### src/rtl/reg8file_seq_pkg.sv
// Shared definitions for the reg8file command sequencer.
//   - op encodings carried on cmd_op
//   - sequencer state encoding
//   - default data / register-select widths matching the 8x8 register file
package reg8file_seq_pkg;

    localparam int unsigned DEF_DW = 8;
    localparam int unsigned DEF_AW = 3;

    typedef enum logic [1:0] {
        OP_LDI = 2'b00,
        OP_MOV = 2'b01,
        OP_ADD = 2'b10,
        OP_CLR = 2'b11
    } op_e;

    typedef enum logic [2:0] {
        ST_INIT = 3'd0,
        ST_IDLE = 3'd1,
        ST_RD1  = 3'd2,
        ST_RD2  = 3'd3,
        ST_WB   = 3'd4
    } state_e;

    // Cycles from the accept edge to the done pulse.
    function automatic int unsigned op_latency(op_e op);
        unique case (op)
            OP_MOV:  return 2;
            OP_ADD:  return 3;
            default: return 1;
        endcase
    endfunction

endpackage

### src/rtl/reg8file_seq.sv
// Command sequencer owning the single write port and single read port of reg8file.
// Accepts one LDI / MOV / ADD / CLR command at a time over valid/ready and expands it into
// read cycles (RD1, RD2) and one write-back cycle (WB) on the register-file pins.
//
// Ports
//   clk, clr_n                 : clock (rising edge), asynchronous active-low reset
//   cmd_valid / cmd_ready      : command handshake; ready only in IDLE
//   cmd_op, cmd_rd, cmd_rs1,
//   cmd_rs2, cmd_imm           : command fields, latched on acceptance
//   rf_clr, rf_en, rf_wsel,
//   rf_d, rf_rsel              : register-file control (Moore-decoded)
//   rf_q                       : register-file combinational read data
//   busy                       : not in IDLE
//   done                       : one-cycle pulse in the write-back cycle
//   res, carry                 : last written value and last ADD carry-out
module reg8file_seq
    import reg8file_seq_pkg::*;
#(
    parameter int unsigned DW           = DEF_DW,
    parameter int unsigned AW           = DEF_AW,
    parameter bit          CLR_ON_RESET = 1'b1
) (
    input  logic          clk,
    input  logic          clr_n,
    input  logic          cmd_valid,
    output logic          cmd_ready,
    input  logic [1:0]    cmd_op,
    input  logic [AW-1:0] cmd_rd,
    input  logic [AW-1:0] cmd_rs1,
    input  logic [AW-1:0] cmd_rs2,
    input  logic [DW-1:0] cmd_imm,
    output logic          rf_clr,
    output logic          rf_en,
    output logic [AW-1:0] rf_wsel,
    output logic [DW-1:0] rf_d,
    output logic [AW-1:0] rf_rsel,
    input  logic [DW-1:0] rf_q,
    output logic          busy,
    output logic          done,
    output logic [DW-1:0] res,
    output logic          carry
);

    localparam state_e RESET_STATE = CLR_ON_RESET ? ST_INIT : ST_IDLE;

    state_e        state_q, state_d;

    // Latched command fields
    op_e           op_q;
    logic [AW-1:0] rd_q;
    logic [AW-1:0] rs1_q;
    logic [AW-1:0] rs2_q;
    logic [DW-1:0] imm_q;

    // Operands captured during RD1 / RD2
    logic [DW-1:0] opa_q;
    logic [DW-1:0] opb_q;

    logic [DW-1:0] res_q;
    logic          carry_q;

    logic          accept;
    logic [DW:0]   sum;
    logic [DW-1:0] wb_data;

    // Output decode before reset gating
    logic          clr_raw;
    logic          en_raw;
    logic          done_raw;
    logic          ready_raw;

    assign accept = (state_q == ST_IDLE) && cmd_valid;
    assign sum    = {1'b0, opa_q} + {1'b0, opb_q};

    // ------------------------------------------------------------------
    // Next-state logic
    // ------------------------------------------------------------------
    always_comb begin
        state_d = state_q;
        unique case (state_q)
            ST_INIT: state_d = ST_IDLE;
            ST_IDLE: begin
                if (cmd_valid) begin
                    unique case (op_e'(cmd_op))
                        OP_MOV, OP_ADD: state_d = ST_RD1;
                        default:        state_d = ST_WB;
                    endcase
                end
            end
            // Only MOV and ADD ever reach RD1.
            ST_RD1:  state_d = (op_q == OP_ADD) ? ST_RD2 : ST_WB;
            ST_RD2:  state_d = ST_WB;
            ST_WB:   state_d = ST_IDLE;
            default: state_d = ST_IDLE;
        endcase
    end

    // ------------------------------------------------------------------
    // Write-back data selection
    // ------------------------------------------------------------------
    always_comb begin
        wb_data = '0;
        unique case (op_q)
            OP_LDI:  wb_data = imm_q;
            OP_MOV:  wb_data = opa_q;
            OP_ADD:  wb_data = sum[DW-1:0];
            default: wb_data = '0;
        endcase
    end

    // ------------------------------------------------------------------
    // Moore output decode from registered state and latched fields
    // ------------------------------------------------------------------
    always_comb begin
        clr_raw   = 1'b0;
        en_raw    = 1'b0;
        done_raw  = 1'b0;
        ready_raw = 1'b0;
        rf_wsel   = '0;
        rf_d      = '0;
        rf_rsel   = '0;
        unique case (state_q)
            ST_INIT: clr_raw = 1'b1;
            ST_IDLE: ready_raw = 1'b1;
            ST_RD1:  rf_rsel = rs1_q;
            ST_RD2:  rf_rsel = rs2_q;
            ST_WB: begin
                done_raw = 1'b1;
                if (op_q == OP_CLR) begin
                    clr_raw = 1'b1;
                end else begin
                    en_raw  = 1'b1;
                    rf_wsel = rd_q;
                    rf_d    = wb_data;
                end
            end
            default: ;
        endcase
    end

    // The reset state is INIT, whose decode would otherwise drive rf_clr while clr_n is low.
    assign rf_clr    = clr_raw & clr_n;
    assign rf_en     = en_raw & clr_n;
    assign done      = done_raw & clr_n;
    assign cmd_ready = ready_raw & clr_n;
    assign busy      = (state_q != ST_IDLE);
    assign res       = res_q;
    assign carry     = carry_q;

    // ------------------------------------------------------------------
    // State register
    // ------------------------------------------------------------------
    always_ff @(posedge clk or negedge clr_n) begin
        if (!clr_n) begin
            state_q <= RESET_STATE;
        end else begin
            state_q <= state_d;
        end
    end

    // ------------------------------------------------------------------
    // Command latch
    // ------------------------------------------------------------------
    always_ff @(posedge clk or negedge clr_n) begin
        if (!clr_n) begin
            op_q  <= OP_LDI;
            rd_q  <= '0;
            rs1_q <= '0;
            rs2_q <= '0;
            imm_q <= '0;
        end else if (accept) begin
            op_q  <= op_e'(cmd_op);
            rd_q  <= cmd_rd;
            rs1_q <= cmd_rs1;
            rs2_q <= cmd_rs2;
            imm_q <= cmd_imm;
        end
    end

    // ------------------------------------------------------------------
    // Operand capture: rf_q reflects rf_rsel within the same cycle
    // ------------------------------------------------------------------
    always_ff @(posedge clk or negedge clr_n) begin
        if (!clr_n) begin
            opa_q <= '0;
            opb_q <= '0;
        end else begin
            if (state_q == ST_RD1) begin
                opa_q <= rf_q;
            end
            if (state_q == ST_RD2) begin
                opb_q <= rf_q;
            end
        end
    end

    // ------------------------------------------------------------------
    // Result / carry, updated on the write-back edge
    // ------------------------------------------------------------------
    always_ff @(posedge clk or negedge clr_n) begin
        if (!clr_n) begin
            res_q   <= '0;
            carry_q <= 1'b0;
        end else if (state_q == ST_WB) begin
            res_q <= wb_data;
            if (op_q == OP_ADD) begin
                carry_q <= sum[DW];
            end else if (op_q == OP_CLR) begin
                carry_q <= 1'b0;
            end
        end
    end

endmodule

### config.mk
export PLATFORM = sky130hd
export DESIGN_NAME = reg8file_seq
export DESIGN_NICKNAME = d
export VERILOG_FILES = /design/src/rtl/reg8file_seq_pkg.sv /design/src/rtl/reg8file_seq.sv
export SDC_FILE = /design/constraint.sdc
export NUM_CORES = 1
export LEC_CHECK = 0
export ABC_AREA = 1
export ABC_CLOCK_PERIOD_IN_PS = 2400
export CORE_MARGIN = 2
export CORE_UTILIZATION = 40
export DETAILED_ROUTE_END_ITERATION = 12
export DONT_BUFFER_PORTS = 1
export GPL_TIMING_DRIVEN = 0
export PLACE_DENSITY_LB_ADDON = 0.1
export SYNTH_ARGS = -nofsm -noshare
export SYNTH_HDL_FRONTEND = slang
export SYNTH_SLANG_ARGS = --single-unit
### constraint.sdc
create_clock -name clk -period 2.4 [get_ports clk]
set_input_delay 0.48 -clock clk [delete_from_list [all_inputs] [get_ports clk]]
set_output_delay 0.48 -clock clk [all_outputs]
set_load 0.05 [all_outputs]
Word-level counts from Yosys, hierarchy flattened
Cells that the tools add are included.
{"block": "totals", "regBits": 47, "input_bits": 30, "wordCells": 50}
{"block": "classes", "add_sub_neg": 1, "eq_ne": 11, "mux": 18, "bitwise_logic": 4, "n_reduce_logical": 6}
{"operator": "$pmux W8 S3", "n": 1}
{"operator": "$mux W8", "n": 2}
{"operator": "$mux W3", "n": 5}
{"operator": "$add A8 B8 Y9", "n": 1}
{"operator": "$pmux W3 S3", "n": 1}
{"operator": "$mux W1", "n": 7}
{"operator": "$eq A2 B2 Y1 const B", "n": 3}
{"operator": "$eq A3 B2 Y1 const B", "n": 2}
{"operator": "$pmux W3 S2", "n": 1}
{"operator": "$and A1 B1 Y1", "n": 4}
{"operator": "$eq A2 B1 Y1 const B", "n": 2}
{"operator": "$eq A3 B1 Y1 const B", "n": 1}
{"operator": "$eq A3 B3 Y1 const B", "n": 1}
{"operator": "$logic_not A3 Y1", "n": 1}
{"operator": "$ne A3 B1 Y1 const B", "n": 1}
{"operator": "$logic_not A2 Y1", "n": 1}
{"operator": "$ne A2 B2 Y1 const B", "n": 1}
{"operator": "$pmux W1 S2", "n": 1}
{"operator": "$reduce_and A2 Y1", "n": 1}
{"operator": "$reduce_bool A2 Y1", "n": 1}
{"operator": "$reduce_or A2 Y1", "n": 1}
{"operator": "$logic_and A1 B1 Y1", "n": 1}

Depth between registers and ports, before layout
Gate-level depths: netlist of the first run.
{"block": "depth", "word_depth": 5, "ltp_mapped": 11, "mapped_depth_nobuf": 11}

Worst setup path after synthesis of the first run
No wires, ideal clock.
{"block": "synth_timing", "path_kind": "input-to-output", "start": "in clr_n", "end": "out rf_clr", "arrival_ns": 2.031, "t_required_ns": 1.920, "slack_ns": -0.111, "cell_stages": 2, "path_buffers": 0, "cell_sequence": "inv_1 -> nor4_1"}
{"block": "synth_between", "elab_chain_cells": 1}
{"item": "start: declaration", "line": "reg8file_seq.sv:24", "rtl": "input logic clr_n,"}
{"item": "$and A1 B1 Y1", "line": "reg8file_seq.sv:142", "rtl": "assign rf_clr = clr_raw & clr_n;"}
{"item": "end: declaration", "line": "reg8file_seq.sv:32", "rtl": "output logic rf_clr,"}
Every way passes these cells.

Worst setup path in the final report of the first run
{"block": "layout_timing", "start": "reg opa_q[0]", "end": "out rf_d[4]"}
{"block": "layout_between", "elab_chain_cells": 4}
{"item": "start: declaration", "line": "reg8file_seq.sv:56", "rtl": "logic [DW-1:0] opa_q;"}
{"item": "start signal: assignment", "line": "reg8file_seq.sv:189", "rtl": "opa_q <= rf_q;"}
{"item": "$add A8 B8 Y9", "line": "reg8file_seq.sv:73", "rtl": "assign sum = {1'b0, opa_q} + {1'b0, opb_q};"}
{"item": "$pmux W8 S3", "line": "reg8file_seq.sv:103", "rtl": "unique case (op_q)"}
{"item": "$mux W8", "line": "reg8file_seq.sv:129", "rtl": "if (op_q == OP_CLR) begin"}
{"item": "$mux W8", "line": "reg8file_seq.sv:122", "rtl": "unique case (state_q)"}
{"item": "end: declaration", "line": "reg8file_seq.sv:35", "rtl": "output logic [DW-1:0] rf_d,"}
Every way passes these cells.

==> summary.md, run 1 <==
| Metric | Value |
|---|---|
| CP Launch Type | flop |
| Mux contribution to synthesized area | 0.0859 |
| Worst hold path class | in2async |
| CP bufs+invs | 1 |
| Post-synthesis xor/xnor area fraction | 0.00352 |
| Number of global-route vias before repair | 1965 |
| Synth Flop Type | dfrtp_1 |
| Fin crit share | 1.10 |
| TritonCTS clock tree | done |
| GRT Util Overall | 0.176 |
| Crit Path Category | reg2out |
| #FFs+latches synth | 47 |
| Setup crit end kind | primary output |
| Clock sinks | 47 |
| Yosys top cell by area | dfrtp_1 |
| Worst-margin pin slew | 0.878 ns |
| Final WL | 5940 um |
| F_max | 377 MHz |
| Clk Latency, worst-skew pair | 0.31 ns |
| Vias post-DR | 1962 |
| Compound-Gate Fraction of Synth Area | 0.0789 |
| Fraction of layout cells with a size suffix above 1 | 0.259 |
| Layout area overhead | 19.6% |
| Met3 wire len | 389 um |
| Leak | 1.47 nW |
| Routed Antenna Nets | 0 |
| VDD IR-drop max | 0.679 mV |
| Sequential fraction of the synthesis area | 0.472 |
| Simple-Gate Fraction of Synth Area | 0.230 |
| Cts bufs inserted | 5 |
| Post-synth cell types | 27 |
| Synth area leaders | dfrtp_1 47%, nand2_1 15%, mux2_4 7.2% |
| Reg clk slew, reported paths | 0.09 ns |
| Crit-path slowest cell | dfrtp_1 |
| DR vias/cell | 5.06 |
| Crit Path Max Fanout | 3 |
| Die ar. | 6870 um2 |
| Max clock buf depth | 2 |
| Most common cell after layout, fill and taps aside | nand2_1 |
| IO Port Bufs | 0 |
| Flop2flop setup slack | 0.54 ns |
| Max stage delay on crit path | 0.39 ns |
| Most frequent cells in the layout | 91 x nand2_1, 47 x dfrtp_1, 31 x inv_1, 15 x nor2_1, 14 x o21ai_0 |
| Initial Util | 0.418 |
| Fin. max-slew vios | 0 |
| Total gr overflow | 0 |
| Unrepaired setup endpoints after global routing | yes |
| Ys Warns | 0 |
| Violated checks | setup timing |
| Fin worst setup slack | -0.249 ns |
| Hold Fails Final Rpt | 0 |
| Largest net degree at the start of global routing | 48 |
| Core footprint | 5960 um2 |
| # diodes | 0 |
| Hold_ws | 0.0116 ns |
| Antenna violations before repair | 0 |
| Final Critical Period | 2.65 ns |
| Row count | 28 |
| Detail Placement HPWL | 4070 um |
| Wire length of the first global-routing pass | 9660 um |
| Cells along the critical path | ha_2, fa_2, nand2_2, nand3_2, nand2_2, nand2_1, nand3_1, o211ai_1, nand2_1, clkinvlp_4 |
| Drt pass-1 iters | 4 |
| # DRC | 0 |
| Synth Area in Adders | 0.0482 |
| CP required | 1.92 ns |
| Status | finished, violations left |
| Post-Synthesis Cell Area | 2490 um2 |
| Combinational family with the most area after synthesis | simple AND/OR/NAND/NOR gates |
| Cells after synthesis | 295 |
| Clk_skew | 0.00627 ns |
| Die width | 82.9 um |
| H-tree depth | 2 |
| Relative slew margins | 0.412 |
| EDFF count, synth | 0 |
| Area after DPL | 2590 um2 |
| Die Ht | 82.9 um |
| DR WL met2 | 2670 um |
| Syn Area/Cell | 8.44 um2 |
| Largest delay share family, worst path | adder cells |
| Max-Cap Viols | 0 |
| Fraction of registers with async set/reset | 1.00 |
| Post-synthesis net count | 334 |
| DR top layer | met4 |
| Nets | 352 |
| Wl on met1 | 2840 um |
| First DRT Iteration DRCs | 62 |
| Pwr/cell area | 1590 nW/um2 |
| Drt wl/cell | 15.3 um |
| CTS root buf | clkbuf_8 |
| Final setup viols | 4 |
| Post-route cell area | 2980 um2 |
| DP Worst Slack | -0.0428 ns |
| Ports | 58 |
| Critical path arrival | 2.17 ns |
| Yosys top cell area share | 0.472 |
| GP Congestion | 0.843 |
## per-layer routing
layer | up-vias | global-route usage
met2 | 61 | 0.262
met4 | 0 | 0.0402
li1 | 966 | -
met5 | - | 0
met1 | 931 | 0.248
met3 | 4 | 0.0586
## cell usage after synthesis (all sizes together), types with 2 or more instances
cell / count
o211ai: 4
nor3: 2
a22o: 3
mux2: 15
ha: 8
clkinv: 2
dfrtp: 47
inv: 41
a21oi: 12
nor2: 22
buf: 6
o21ai: 16
nand2: 99
nand3: 12
## layout make-up
class                      count  area (um2)
timing repair inverter         1        5.00
tap                           75        93.8
sequential                    47        1180
clock inverter                 2        37.5
timing repair buffer          10        95.1
multi-input combinational    199        1260
inverter                      43         194
buffer                         6        45.0
fill                         579        2980
clock buffer                   5        68.8
## where the power goes
group          internal, W  switching, W  total (W)
logic              0.00101       0.00143    0.00244
registers          0.00117      0.000524    0.00169
clock network     0.000305      0.000288   0.000593
total              0.00249       0.00224    0.00473
## flip-flops by register name, summed over array words and instances (netlist names)
signal / flops
res: 8
opb_q: 8
op_q: 2
rs1_q: 3
carry: 1
imm_q: 8
opa_q: 8
state_q: 3
rd_q: 3
rs2_q: 3
## per-stage QoR
step / power (W) / TNS [ns] / cells / util
after global placement: 0.00368 / -0.0832 / 370 / 0.435
after detailed placement: 0.00371 / -0.0537 / 370 / 0.435
after CTS: 0.00455 / -0.655 / 383 / 0.479
after floorplan: 0.00331 / 0 / 295 / -
after global routing: 0.00509 / -1.25 / 388 / 0.500
final: 0.00473 / -0.491 / 388 / 0.500
## path summary, 6_finish.rpt
check,end,start,cells after the start
setup / recovery,rf_d[4],opa_q[0],10
max in group asynchronous,state_q[0],clr_n,1
hold reg to reg,opb_q[3],opb_q[3],2
min in group clk,state_q[0],cmd_valid,1
setup reg to reg,res[4],opa_q[0],11
hold / removal,opb_q[0],clr_n,1
## repair_timing
| item | in CTS | in global routing |
|---|---|---|
| endpoints found under the hold margin | 47 | 0 |
| buffers inserted | 5 | 4 |
| gates cloned | 0 | 1 |
| pin swaps | 2 | 6 |
| resized for setup | 21 | 23 |
| endpoints found under the setup margin | 11 | 18 |
| hold buffers | 1 | 0 |
## logic make-up (layout without fill, tap and decap cells)
group,after synthesis,after routing
adder cells (fa/ha/maj),9,9
XOR/XNOR,1,1
flip-flops,47,47
multiplexers,15,15
AND/OR/NAND/NOR,139,139
buffers and inverters,49,67
AO/OA/AOI/OAI,35,35
Note: power is estimated with default switching activity, not from simulation.
==> run 2: changes to the inputs <==
Settings changed: GPL_TIMING_DRIVEN 0 to unset, PLACE_DENSITY_LB_ADDON 0.1 to unset.
==> run 2 against run 1 <==
The flow still finishes with violations (setup timing). Count of clock-buffer cells in the layout stayed put. Cell area hardly changed. Clock power is 15% lower. Flip-flop and latch count stayed put. Worst hold slack worse by 0.0020 ns. Via count is 1.2% lower. Sequential power hardly changed. Sequential share of layout area hardly changed. Register-to-register slack better by 0.08 ns. Critical path depth is 2 higher. Total power is 3.1% lower. Fmax is 4.3% higher.
==> summary.md, run 2 (same netlist as run 1, synthesis figures left out) <==
| Metric | Value |
|---|---|
| Routed Antenna Nets | 0 (unchanged) |
| GRT Util Overall | 0.168 (-0.00749) |
| Row count | 28 (unchanged) |
| GR Util met3 | 0.0378 (-0.0209) |
| Clock sinks | 47 (unchanged) |
| Hold Fails Final Rpt | 0 (unchanged) |
| Largest net degree at the start of global routing | 48 (unchanged) |
| Violated checks | setup timing |
| Max-Cap Viols | 0 (unchanged) |
| Fin crit share | 1.06 (-0.0455) |
| Drt wl/cell | 14.1 um (-7.6%) |
| GR Layer Usage met1 | 0.231 (-0.0172) |
| Reg clk slew, reported paths | 0.10 ns (about the same) |
| Die ar. | 6870 um2 (unchanged) |
| GP Congestion | 0.801 (-5.0%) |
| Relative slew margins | 0.677 (+0.264) |
| DR vias/cell | 4.92 (-2.7%) |
| Crit Path Category | reg2out |
| Register share of total power | 0.366 (+0.008) |
| Layout area overhead | 19.7% (about the same) |
| Most crowded layer after global routing | met2 |
| Sum of negative setup slack | -0.437 ns (+0.0538 ns) |
| Switching share of power | 0.475 (+0.00127) |
| Antenna violations before repair | 0 (unchanged) |
| IO Port Bufs | 0 (unchanged) |
| H-tree depth | 2 (unchanged) |
| Die width | 82.9 um (unchanged) |
| Most common cell after layout, fill and taps aside | nand2_1 |
| Final Critical Period | 2.54 ns (-0.109 ns) |
| Final setup viols | 6 (+2) |
| Clk network pwr share | 0.110 (-0.016) |
| Die Ht | 82.9 um (unchanged) |
| Setup crit end kind | primary output |
| TritonCTS clock tree | done |
| Detail Placement HPWL | 3950 um (-3.0%) |
| Internal Power | 0.00240 W (-3.3%) |
| Number of global-route vias before repair | 1924 (-2.1%) |
| Placed cells | 383 (+3.5%) |
| Clk Latency, worst-skew pair | 0.31 ns (about the same) |
| Switch Pwr | 0.00217 W (-2.8%) |
| Nets | 357 (+1.4%) |
| GRT met2 Usage | 0.267 (+0.00440) |
| F_max | 394 MHz (+4.3%) |
| Ports | 58 (unchanged) |
| Logic pwr share | 0.525 (+0.009) |
| Worst-margin pin slew | 0.485 ns (-0.393 ns) |
| Core footprint | 5960 um2 (unchanged) |
| First DRT Iteration DRCs | 96 (+55%) |
| Fin worst setup slack | -0.140 ns (+0.109 ns) |
| Cts bufs inserted | 5 (unchanged) |
| Final std cells w/o fill | 394 (+1.5%) |
| # DRC | 0 (unchanged) |
| Max clock buf depth | 2 (unchanged) |
| CP Launch Type | flop |
| Core Util, Final | 0.501 (about the same) |
| Final WL | 5570 um (-6.2%) |
| CTS root buf | clkbuf_8 |
| Wire length of the first global-routing pass | 9410 um (-2.6%) |
| Unrepaired setup endpoints after global routing | yes |
| Critical path arrival | 2.06 ns (-0.11 ns) |
| Worst hold path class | in2async |
| Most frequent cells in the layout | 94 x nand2_1, 46 x dfrtp_1, 33 x inv_1, 22 x nor2_1, 15 x buf_4 |
| Initial Util | 0.418 (unchanged) |
| # diodes | 0 (unchanged) |
| Status | finished, violations left |
| Leak | 1.52 nW (+3.6%) |
| Vias post-DR | 1938 (-1.2%) |
| Crit Path Max Fanout | 3 (unchanged) |
| VDD IR-drop max | 0.595 mV (-12%) |
| CP required | 1.92 ns (about the same) |
| Clk_skew | 0.00795 ns (+0.00168 ns) |
| Total gr overflow | 0 (unchanged) |
| Worst reg2reg path depth | 7 (-4) |
| Drt pass-1 iters | 4 (unchanged) |
| Fin. max-slew vios | 0 (unchanged) |
| Pwr/cell area | 1530 nW/um2 (-3.2%) |
| Fraction of layout cells with a size suffix above 1 | 0.213 (-0.0456) |
[run 2: cell types whose count changed in the layout (fill, tap and decap cells not counted), sizes merged]
cell | previous run | this run
clkinv | 1 | 4
clkinvlp | 10 | 4
buf | 15 | 22
inv | 34 | 38
bufinv | 1 | 0
clkbuf | 6 | 5
[run 2: cell type report]
cell class | instances | area, um2
Inverter | 43 | 176
Clock inverter | 3 | 22.5
Sequential cell | 47 | 1180
Fill cell | 590 | 2970
Tap cell | 75 | 93.8
Multi-Input combinational cell | 199 | 1190
Timing Repair Buffer | 22 | 251
Clock buffer | 5 | 68.8
[run 2: power by group through the flow]
stage | clock network (W) | registers, W | logic [W]
after floorplan | 0 | 0.00158 | 0.00173
after global placement | 0 | 0.00165 | 0.00215
after detailed placement | 0 | 0.00166 | 0.00218
after CTS | 0.000518 | 0.00167 | 0.00233
after global routing | 0.000540 | 0.00172 | 0.00268
final | 0.000502 | 0.00167 | 0.00240
[run 2: worst max-delay path: stages, from the launching register on]
cell,delay (ns)
dfrtp_1,0.40
ha_2,0.20
fa_2,0.35
nand2_2,0.12
nand3_4,0.09
nand3b_1,0.11
nand2_1,0.05
nand2_1,0.06
nand3_1,0.06
nand2_1,0.08
nand2_2,0.06
inv_2,0.07
buf_12,0.13
[run 2: through the flow]
step / power (W) / hold slack [ns] / setup slack, ns / instance area, um2
CTS: 0.00451 / 0.0156 / -0.111 / 2950
finish: 0.00458 / 0.00967 / -0.140 / 2980
global placement: 0.00380 / 0.186 / 0.110 / 2750
global route: 0.00494 / 0.0197 / -0.306 / 2980
floorplan: 0.00331 / 0.184 / 0.119 / 2500
detailed placement: 0.00384 / 0.185 / 0.0763 / 2750
[run 2: timing repair]
| action | in CTS | in global routing |
|---|---|---|
| setup buffers | 1 | 1 |
| resized for setup | 14 | 6 |
| setup endpoints to repair | 7 | 8 |
| hold buffers | 1 | 0 |
| pin swaps | 3 | 1 |
| endpoints found under the hold margin | 47 | 0 |
[run 2: final timing paths]
path / from / endpoint / slack, ns
worst max-delay path: opa_q[0] / rf_d[6] / -0.14
worst min-delay path: clr_n / imm_q[2] / 0.01
worst max register to register: state_q[2] / opb_q[3] / 0.62
worst min register to register: opb_q[7] / opb_q[7] / 0.49
max in group asynchronous: clr_n / op_q[0] / 2.18
min in group clk: cmd_valid / state_q[0] / 0.28
[run 2: metal layers]
layer,vias up,share of wire
met3,7,0.050
met4,0,0.014
met5,-,0
met1,903,0.47
met2,51,0.47
li1,977,-
==> run 3: changes to the inputs <==
Settings changed: CORE_UTILIZATION 40 to 50, PLACE_DENSITY_LB_ADDON set to 0.08.
==> run 3 against run 2 <==
The flow still finishes with violations (setup timing). Cell count down 0.76%. Clock power up 11%. Critical endpoint unchanged. Largest power group unchanged. Sequential power about the same. Via count up 0.67%. Die area down 19%. Total power up 1.5%. Non-clock buffer count up 6. Combinational power about the same. Highest routed layer unchanged. Fmax down 0.66%.
==> summary.md, run 3 (same netlist as run 1, synthesis figures left out) <==
| Metric | Value |
|---|---|
| Crit Path Max Fanout | 3 (unchanged) |
| Fin worst setup slack | -0.157 ns (-0.0167 ns) |
| CTS root buf | clkbuf_8 |
| Most common cell after layout, fill and taps aside | nand2_1 |
| Relative slew margins | 0.672 (-0.00451) |
| GRT Util Overall | 0.209 (+0.0406) |
| Setup crit end kind | primary output |
| Leak | 1.55 nW (+1.8%) |
| Drt wl/cell | 14.1 um (-0.35%) |
| CP Launch Point | opa_q[0] |
| Critical path arrival | 2.08 ns (+0.02 ns) |
| Final setup viols | 8 (+2) |
| Max-Cap Viols | 0 (unchanged) |
| TritonCTS clock tree | done |
| Largest net degree at the start of global routing | 48 (unchanged) |
| Die Ht | 74.6 um (-10%) |
| Fin. max-slew vios | 0 (unchanged) |
| Drt pass-1 iters | 4 (unchanged) |
| Ports | 58 (unchanged) |
| Hold Fails Final Rpt | 0 (unchanged) |
| Core footprint | 4750 um2 (-20%) |
| First DRT Iteration DRCs | 139 (+45%) |
| Reg clk slew, reported paths | 0.08 ns (-0.02 ns) |
| Area after DPL | 2740 um2 (-0.64%) |
| Core Util, Final | 0.638 (+0.138) |
| F_max | 391 MHz (-0.66%) |
| Detail Placement HPWL | 3860 um (-2.1%) |
| Worst reg2reg path depth | 16 (+9) |
| Unrepaired setup endpoints after global routing | yes |
| Clk Latency, worst-skew pair | 0.30 ns (about the same) |
| Worst hold path class | in2async |
| Total gr overflow | 0 (unchanged) |
| Pwr/cell area | 1530 nW/um2 (-0.23%) |
| Antenna violations before repair | 0 (unchanged) |
| H-tree depth | 2 (unchanged) |
| Die ar. | 5560 um2 (-19%) |
| Number of global-route vias before repair | 1871 (-2.8%) |
| Worst-margin pin slew | 0.492 ns (+0.00677 ns) |
| GP Congestion | 0.883 (+10%) |
| Crit Path Category | reg2out |
| Area of the multi-input gates | 1200 um2 (+0.63%) |
| Hold_ws | 0.0137 ns (+0.00405 ns) |
| Max clock buf depth | 2 (unchanged) |
| Most frequent cells in the layout | 92 x nand2_1, 47 x dfrtp_1, 33 x inv_1, 21 x nor2_1, 21 x buf_4 |
| Fin crit share | 1.07 (+0.00698) |
| FF+latch area | 1180 um2 (-0.11%) |
| Row count | 25 (-11%) |
| DR vias/cell | 4.99 (+1.4%) |
| Cts bufs inserted | 5 (unchanged) |
| Final WL | 5510 um (-1.1%) |
| IO Port Bufs | 0 (unchanged) |
| Clk_skew | 0.00610 ns (-0.00185 ns) |
| Fraction of layout cells with a size suffix above 1 | 0.235 (+0.0214) |
| # diodes | 0 (unchanged) |
| Wire length of the first global-routing pass | 8600 um (-8.6%) |
| Sum of negative setup slack | -0.689 ns (-0.252 ns) |
| Routed Antenna Nets | 0 (unchanged) |
| Final Critical Period | 2.56 ns (+0.0167 ns) |
| Crit path to | rf_d[6] |
| CP required | 1.92 ns (about the same) |
| Launch point of the worst reg-to-reg path | opa_q[0] |
| Fill cell count | 419 (-29%) |
| Violated checks | setup timing |
| Layout area overhead | 21.8% |
| DP Worst Slack | 0.0856 ns (+0.00935 ns) |
| Flop2flop setup slack | -0.07 ns (-0.69 ns) |
| Clock sinks | 47 (unchanged) |
| Initial Util | 0.524 (+0.106) |
| Post-route cell area | 3040 um2 (+1.8%) |
| Die width | 74.6 um (-10%) |
| Status | finished, violations left |
| VDD IR-drop max | 0.738 mV (+24%) |
| Worst R2R End | res[4] |
| Vias post-DR | 1951 (+0.67%) |
| # DRC | 0 (unchanged) |
| Nets | 363 (+1.7%) |
| CP Launch Type | flop |
run 3: metrics by stage:
step	std cells	power, W
2_1_floorplan	295	0.00331
3_3_place_gp	374	0.00379
3_5_place_dp	374	0.00382
4_1_cts	390	0.00448
5_1_grt	391	0.00502
6_report	391	0.00465
run 3: how the worst min path moves through the flow:
stage / start / end / slack (ns)
after floorplan: clr_n / carry / 0.18
after global placement: clr_n / opb_q[7] / 0.19
after detailed placement: clr_n / opb_q[7] / 0.19
after CTS: clr_n / res[5] / 0.02
after global routing: clr_n / res[5] / 0.02
final: clr_n / res[5] / 0.01
run 3: cell type report:
cell class | count | share of cell area
clock buffers | 6 | 0.0239
flip-flops and latches | 47 | 0.387
multi-input cells | 199 | 0.395
inverters | 43 | 0.0581
clock inverters | 1 | 0.00989
repair buffers | 28 | 0.0977
well taps | 67 | 0.0276
run 3: worst max-delay path, stage by stage, from the launching register on:
cell and delay (ns):
dfrtp_1 0.40, ha_2 0.22, fa_2 0.37, nand2_2 0.10, nand3_4 0.08, nand3b_1 0.11, nand2_1 0.06, nand2_1 0.06
nand3_1 0.06, nand2_1 0.08, nand2_2 0.05, inv_2 0.07, buf_12 0.13
run 3: power breakdown:
part / internal (W) / switching (W)
sequential: 0.00117 / 0.000501
clock: 0.000305 / 0.000253
combinational: 0.00103 / 0.00139
run 3: per-layer routing:
metal | up-vias | GRT usage | wire length [um]
met5 | - | 0 | 0
met4 | 0 | 0.0655 | 60
met3 | 6 | 0.0501 | 329
met2 | 49 | 0.334 | 2640
met1 | 912 | 0.282 | 2480
li1 | 984 | - | -
run 3: repair_timing:
item                       in CTS  in global routing
gates resized for setup         9                 15
setup endpoints to repair       7                  9
hold endpoints to repair       47                  0
pin swaps                       5                  7
buffers inserted                8                  2
hold buffers                    1                  0
